[src/rtl/seq_det_pkg.sv]
// Shared constants and elaboration-time helpers for the serial pattern detector.
// Everything in this package is evaluated at elaboration time, so it creates no logic.
package seq_det_pkg;

  localparam int PAT_LEN_MIN = 2;
  localparam int PAT_LEN_MAX = 16;

  // Width needed to hold a state index in 0..len-1.
  function automatic int state_w(input int len);
    return (len < 2) ? 1 : $clog2(len);
  endfunction

  // Length of the longest proper prefix of the pattern that is a suffix of
  // (first s pattern bits) followed by b. The pattern is MSB-first in pat[len-1:0].
  function automatic int fallback(input logic [PAT_LEN_MAX-1:0] pat,
                                  input int len, input int s, input logic b);
    int   n;
    int   kmax;
    int   m;
    int   res;
    logic ok;
    logic sym;
    n    = s + 1;
    kmax = (n < len) ? n : len - 1;
    res  = 0;
    for (int k = 1; k <= kmax; k++) begin
      ok = 1'b1;
      for (int j = 0; j < k; j++) begin
        m   = n - k + j;
        sym = (m < s) ? pat[len-1-m] : b;
        if (sym != pat[len-1-j]) ok = 1'b0;
      end
      if (ok) res = k;
    end
    return res;
  endfunction

endpackage

[src/rtl/seq_det_cnt.sv]
// Saturating match counter; stops at all-ones and holds until reset.
module seq_det_cnt #(
  parameter int CNT_W = 8
) (
  input  logic             clk,
  input  logic             rst,
  input  logic             i_inc,
  output logic [CNT_W-1:0] o_cnt
);

  logic [CNT_W-1:0] r_cnt;

  always_ff @(posedge clk) begin
    if (rst) begin
      r_cnt <= '0;
    end else if (i_inc && (r_cnt != {CNT_W{1'b1}})) begin
      r_cnt <= r_cnt + 1'b1;
    end
  end

  assign o_cnt = r_cnt;

endmodule

[src/rtl/seq_detect_param.sv]
// Parameterised Mealy sequence detector with selectable overlapping/non-overlapping mode.
// Optional saturating match counter (port match_cnt) is built when SEQ_DET_COUNT_EN is defined.
module seq_detect_param
  import seq_det_pkg::*;
#(
  parameter int                 PAT_LEN = 4,
  parameter logic [PAT_LEN-1:0] PATTERN = 4'b1010,
  parameter int                 CNT_W   = 8
) (
  input  logic             clk,
  input  logic             rst,
  input  logic             en,
  input  logic             i,
  input  logic             overlap,
  output logic             y
`ifdef SEQ_DET_COUNT_EN
  ,
  output logic [CNT_W-1:0] match_cnt
`endif
);

  localparam int                     SW      = state_w(PAT_LEN);
  localparam logic [PAT_LEN_MAX-1:0] PAT_EXT = PAT_LEN_MAX'(PATTERN);
  localparam int                     BORDER  = fallback(PAT_EXT, PAT_LEN, PAT_LEN - 1, PATTERN[0]);
  localparam logic [SW-1:0]          S_LAST  = SW'(PAT_LEN - 1);

  if (PAT_LEN < PAT_LEN_MIN || PAT_LEN > PAT_LEN_MAX) begin : g_bad_len
    $error("seq_detect_param: PAT_LEN %0d outside %0d..%0d", PAT_LEN, PAT_LEN_MIN, PAT_LEN_MAX);
  end

  logic [SW-1:0]      r_s;
  logic [SW-1:0]      w_s_nxt;
  logic               w_y;
  logic [PAT_LEN-1:0] w_exp;
  logic [SW-1:0]      w_fb [PAT_LEN];

  // Per-state expected bit and mismatch fallback, all resolved at elaboration.
  for (genvar g = 0; g < PAT_LEN; g++) begin : g_tab
    localparam int FB = fallback(PAT_EXT, PAT_LEN, g, ~PATTERN[PAT_LEN-1-g]);
    assign w_exp[g] = PATTERN[PAT_LEN-1-g];
    assign w_fb[g]  = SW'(FB);
  end

  // NOTE: every always_comb output gets a default first so no path leaves it unassigned (no latch).
  always_comb begin
    w_y     = 1'b0;
    w_s_nxt = r_s;
    if (en && !rst) begin
      if (i == w_exp[r_s]) begin
        if (r_s == S_LAST) begin
          w_y     = 1'b1;
          w_s_nxt = overlap ? SW'(BORDER) : '0;
        end else begin
          w_s_nxt = r_s + 1'b1;
        end
      end else begin
        w_s_nxt = w_fb[r_s];
      end
    end
  end

  // NOTE: state registers use non-blocking assignment so all flops update together at the edge.
  always_ff @(posedge clk) begin
    if (rst) begin
      r_s <= '0;
    end else begin
      r_s <= w_s_nxt;
    end
  end

  assign y = w_y;

`ifdef SEQ_DET_COUNT_EN
  seq_det_cnt #(
    .CNT_W (CNT_W)
  ) u_cnt (
    .clk   (clk),
    .rst   (rst),
    .i_inc (w_y),
    .o_cnt (match_cnt)
  );
`else
  if (CNT_W < 1) begin : g_bad_cnt_w
    $error("seq_detect_param: CNT_W must be at least 1");
  end
`endif

endmodule

[config.mk]
export PLATFORM = sky130hd
export DESIGN_NAME = seq_detect_param
export DESIGN_NICKNAME = d
export VERILOG_FILES = /design/src/rtl/seq_det_pkg.sv /design/src/rtl/seq_det_cnt.sv /design/src/rtl/seq_detect_param.sv
export SDC_FILE = /design/constraint.sdc
export NUM_CORES = 1
export LEC_CHECK = 0
export CAP_MARGIN = 40
export CELL_PAD_IN_SITES_DETAIL_PLACEMENT = 1
export CELL_PAD_IN_SITES_GLOBAL_PLACEMENT = 1
export CORE_AREA = 4 4 41 43
export CTS_BUF_LIST = sky130_fd_sc_hd__clkbuf_8
export CTS_CLUSTER_SIZE = 16
export DETAILED_ROUTE_END_ITERATION = 8
export DIE_AREA = 0 0 45 47
export PLACE_DENSITY = 0.4
export RECOVER_POWER = 100
export SLEW_MARGIN = 20
export SYNTH_ARGS = -nofsm -noshare
export SYNTH_HDL_FRONTEND = slang
export SYNTH_SLANG_ARGS = --single-unit
[constraint.sdc]
create_clock -name clk -period 1 [get_ports clk]
set_clock_uncertainty 0.1 [all_clocks]
set_input_delay 0.1 -clock clk [delete_from_list [all_inputs] [get_ports clk]]
set_output_delay 0.1 -clock clk [all_outputs]
set_load 0.1 [all_outputs]
==> After elaboration in Yosys (flattened, before gate mapping) <==
Cells that the tools add are included.
{ "classes": {"reduce_logical": 2, "n_eq_ne": 2, "n_addsub": 1, "muxes": 11, "order_cmp": 2, "bitwise_logic": 1} }
{ "ops": {"columns": ["op", "count"], "rows": [
  ["$mux W2", 5],
  ["$bmux W2 S2", 1],
  ["$mux W1", 4],
  ["$ge A3 B3 Y1 const B", 1],
  ["$lt A2 B3 Y1 const B", 1],
  ["$not A2 Y3", 1],
  ["$add A2 B1 Y2 const B", 1],
  ["$bmux W1 S2", 1],
  ["$eq A2 B2 Y1 const B", 1],
  ["$eq A1 B1 Y1", 1],
  ["$logic_and A1 B1 Y1", 1],
  ["$logic_not A1 Y1", 1]
]} }
{ "totals": {"word_cells": 20, "in_bits": 5, "ff_bits": 2} }

==> Logic depth before layout (Yosys ltp) <==
{ "logic_depth": {"word_depth": 5, "mapped_depth": 3} }

==> Worst setup path after synthesis <==
Ideal clock, no wire load.
{ "synth_path": {"path_type": "reg2out", "from": "register r_s[0]", "to": "output y", "arrival_ps": 2632, "t_required_ps": 800, "setup_slack_ps": -1832, "path_stages_with_launch": 4, "cell_sequence": "dfxtp_1 -> ha_1 -> nand2_1 -> nor3_1"} }
{ "synth_via": {"elab_chain_cells": 5, "word_cells_on_any_way": 7, "cone_classes": "eq/ne: 2; mux: 5"} }
{ "synth_rtl": {"columns": ["element", "line_no", "rtl"], "rows": [
  ["from (decl)", "seq_detect_param.sv:31", "logic [SW-1:0] r_s;"],
  ["from (signal assigned)", "seq_detect_param.sv:67", "r_s <= w_s_nxt;"],
  ["$bmux W1 S2", "seq_detect_param.sv:49", "if (i == w_exp[r_s]) begin"],
  ["$mux W1 (not written as such)", "seq_detect_param.sv:49", null],
  ["$eq A1 B1 Y1", "seq_detect_param.sv:49", null],
  ["$mux W1 *", "seq_detect_param.sv:49", null],
  ["$mux W1 *", "seq_detect_param.sv:48", "if (en && !rst) begin"],
  ["to (decl)", "seq_detect_param.sv:15", "output logic y"]
]} }
Every way passes the cells marked *; elsewhere a longest branch is shown, timed or not. The select of a mux whose other input is x is not followed.

==> Final worst setup path <==
Ends and elaborated chain as after synthesis.

==> results.md <==
### Outcome
* complete, but fails checks — outcome
* setup timing — failing checks

### STA
* -0.659 ns — setup total negative slack
* 0 — Final Max Slew Viols
* 82.4% — Rel. slew slack
* 1.34 ns — time the final worst path needs with I/O delays and setup
* 748 MHz — max frequency
* 134% — period utilization
* 0 — Hold Vio Cnt, Final
* true — unrepaired setup endpoints after global routing
* 0.260 ns — transition time of the tightest slew-check pin
* -0.337 ns — final worst slack
* 3 — final count of negative-setup-slack endpoints

### CTS
* 2 — CTS sink cnt
* sky130_fd_sc_hd__clkbuf_8 — Clock Root Buffer
* 3 — Num CTS Buffers
* 2 — Max clock buf depth
* 0 — # hold bufs at CTS
* 1 — H-Tree Level Count
* yes — TritonCTS clock tree
* 0.03 ns — post-CTS clock slew at the launch and capture registers of the worst setup and hold paths
* 0.21 ns — Clock Latency Late Sink

### Critical path
* 3 — maximum net fanout on the critical path
* r_s[1] — capturing point of the worst reg2reg path
* 4 — worst r2r path cells
* flip-flops — Crit path max-delay family
* output pin — Crit. End Element
* 3 — total stage count of the critical path
* sky130_fd_sc_hd__dfxtp_4 — cell at the slowest stage of the critical path
* xnor2_2 -> nor3_4 -> buf_12 — ordered cell list for the critical path
* flip-flop — kind of start point of the critical path
* 0.35 ns — CP peak stage delay
* flip-flop to output pin — crit path kind
* -0.21 ns — flop2flop setup slack
* r_s[0] — origin of the critical flop-to-flop path
* 1.14 ns — data arrival time of the critical path
* 1 — WP buf/inv
* 0.80 ns — required time at the endpoint of the critical path

### Pwr
* 0.000505 V — maximum vdd ir drop
* 0.000464 W — Final Power
* 1600 nW/µm² — power per cell area
* 0.115 nW — static leakage

### Floorplanning
* 45 µm — width of the die
* 13 — Std-Cell Rows
* 2120 µm² — floorplan die area
* 6 — Top-Level Pins
* 9.42% — starting density of the core
* 47 µm — DIE HEIGHT
* 1300 µm² — area of the core region

### Placement
* 0.677 — routability-driven placement congestion ratio
* 33 — Placed Cells incl. Taps
* 5 — Port Buffer Count

### Detailed routing
* 0 — antenna violation net count after detailed routing
* 384 µm — total wire length
* 0 — post-route DRC violation count
* 0 — number of violations reported at the end of detailed-routing iteration 0
* 3.62 — Via-to-Cell Ratio
* 10.4 µm — Wirelength per Cell
* 1 — First-pass DRT Iterations
* 134 — total via count after detailed routing

### Worst hold path
* i — Hold Path Origin
* 2 — Hold Path Cell Cnt
* primary input to flip-flop — kind of path behind the tightest hold check
* r_s[0] — endpoint of the worst hold-timing path

### Synthesis
* 32.7% — area share of the leading cell type in the synthesized netlist
* 7.14% — xor and xnor fraction of the mapped netlist area
* sky130_fd_sc_hd__dfxtp_1 — Yosys top cell by area
* 16.3% — post-synthesis compound-gate area fraction
* 2 — number of register bits inferred by synthesis
* 19.4% — Simple-Gate Fraction of Synth Area
* 32.7% — fraction of the yosys area taken by sequential cells
* sky130_fd_sc_hd__dfxtp_1 (33%), sky130_fd_sc_hd__ha_1 (10%), sky130_fd_sc_hd__o221a_2 (9.2%) — cells taking the most area after synthesis
* 0 — warning count from the yosys run
* 123 µm² — cell area after technology mapping
* 19 — net count after synthesis
* 11 — post-synth cell types
* 10.2% — Synth Area in Adders
* 9.43 µm² — Post-Synthesis Mean Instance Area
* simple AND/OR/NAND/NOR gates — largest family of logic cells by synthesized area
* 13 — Post-Synthesis Cells
* 8.16% — share of cell area taken by muxes after synthesis

### Finish
* 0 — ANT cells
* 30 — number of nets in the final layout
* 22.3% — end-of-flow core utilization
* r_s: 2 flops — largest registers
* 37 — non-filler cells, final
* r_s — Largest Register
* 2 — Largest register FFs
* 137% — growth of design area from synthesis to finish
* 59.1% — share of final-layout standard cells stronger than drive strength 1

### Global routing
* 5 — maximum number of pins on one net before global-route repair
* 0 — GRT overflow
* 171 — number of global-route vias before repair
* 648 µm — wire length of the first global-routing pass
* 0 — number of antenna violations at the first check in global routing
* 5.21% — GRT Overall Usage

### Flow run
* 0 — max-capacitance violation count

## synth_stat cells
library cell / n
sky130_fd_sc_hd__nor3_1: 1
sky130_fd_sc_hd__mux2i_1: 1
sky130_fd_sc_hd__nand2_1: 1
sky130_fd_sc_hd__inv_1: 2
sky130_fd_sc_hd__nor2b_1: 1
sky130_fd_sc_hd__ha_1: 1
sky130_fd_sc_hd__o41ai_1: 1
sky130_fd_sc_hd__or3b_2: 1
sky130_fd_sc_hd__o221a_2: 1
sky130_fd_sc_hd__dfxtp_1: 2
sky130_fd_sc_hd__xnor2_1: 1
## placed cells by master, fill, tap and decap left out, drive strengths merged
cell / instances
dlygate4sd2: 1
ha: 1
dfxtp: 2
mux2i: 1
or3b: 1
clkdlybuf4s50: 3
buf: 2
xnor2: 1
inv: 2
o221a: 1
nor3: 1
nor2b: 1
nand2: 1
o41ai: 1
clkbuf: 3
## worst max-delay path by stage
stage	start	to	slack, ns
finish	r_s[0]	y	-0.34
global route	r_s[0]	y	-0.37
CTS	r_s[0]	y	-0.35
detailed placement	i	y	-0.36
global placement	i	y	-0.36
floorplan	r_s[0]	y	-0.54
## metrics by stage
stage	hold slack, ns	setup WS [ns]	instance area, µm²
detailed placement	0.465	-0.358	233
finish	0.277	-0.337	290
CTS	0.281	-0.350	290
global placement	0.465	-0.360	233
global route	0.283	-0.369	290
floorplan	0.0956	-0.543	154
## metal layers
layer / GRT usage, % / routed length [µm] / up-vias / part of all wire [%]
met5: 0 / 0 / - / 0
met4: 5.26 / 0 / 0 / 0
met3: 5.75 / 23 / 0 / 6.0
met2: 7.63 / 211 / 4 / 55
met1: 3.41 / 149 / 64 / 39
li1: - / - / 66 / -
## power by group
part	internal [W]	total [W]	switching (W)
Combinational	0.0000295	0.0000510	0.0000215
Clock	0.000255	0.000321	0.0000661
Sequential	0.0000849	0.0000917	0.00000676
## timing repair
item	4_1_cts	5_1_grt
setup buffers	1	0
pin swaps	2	0
endpoints found under the hold margin	0	0
resized for setup	3	0
endpoints found under the setup margin	3	3
## layout make-up
| class | count | area (µm²) |
|---|---|---|
| fillers | 157 | 1010 |
| repair buffers | 6 | 66.3 |
| flip-flops and latches | 2 | 45.0 |
| well taps | 15 | 18.8 |
| clock buffers | 3 | 41.3 |
| inverters | 2 | 7.51 |
| multi-input cells | 9 | 111 |
## worst reg2reg max path, delay by kind of cell (launching register included)
| kind | cells | cell delay [ns] |
|---|---|---|
| flops | 1 | 0.35 |
| buf+inv | 1 | 0.13 |
| fa+ha+maj | 1 | 0.16 |
| compound gates | 1 | 0.23 |
| mux | 1 | 0.11 |
## cell families after synthesis
kind of cell               count (synthesis)
DFF                                        2
xor gates and xnor gates                   1
adders and majority gates                  1
AOI/OAI and AO/OA                          2
and+or+nand+nor                            4
buffers and inverters                      2
muxes                                      1
No activity file was read; power rests on OpenSTA's default activity.
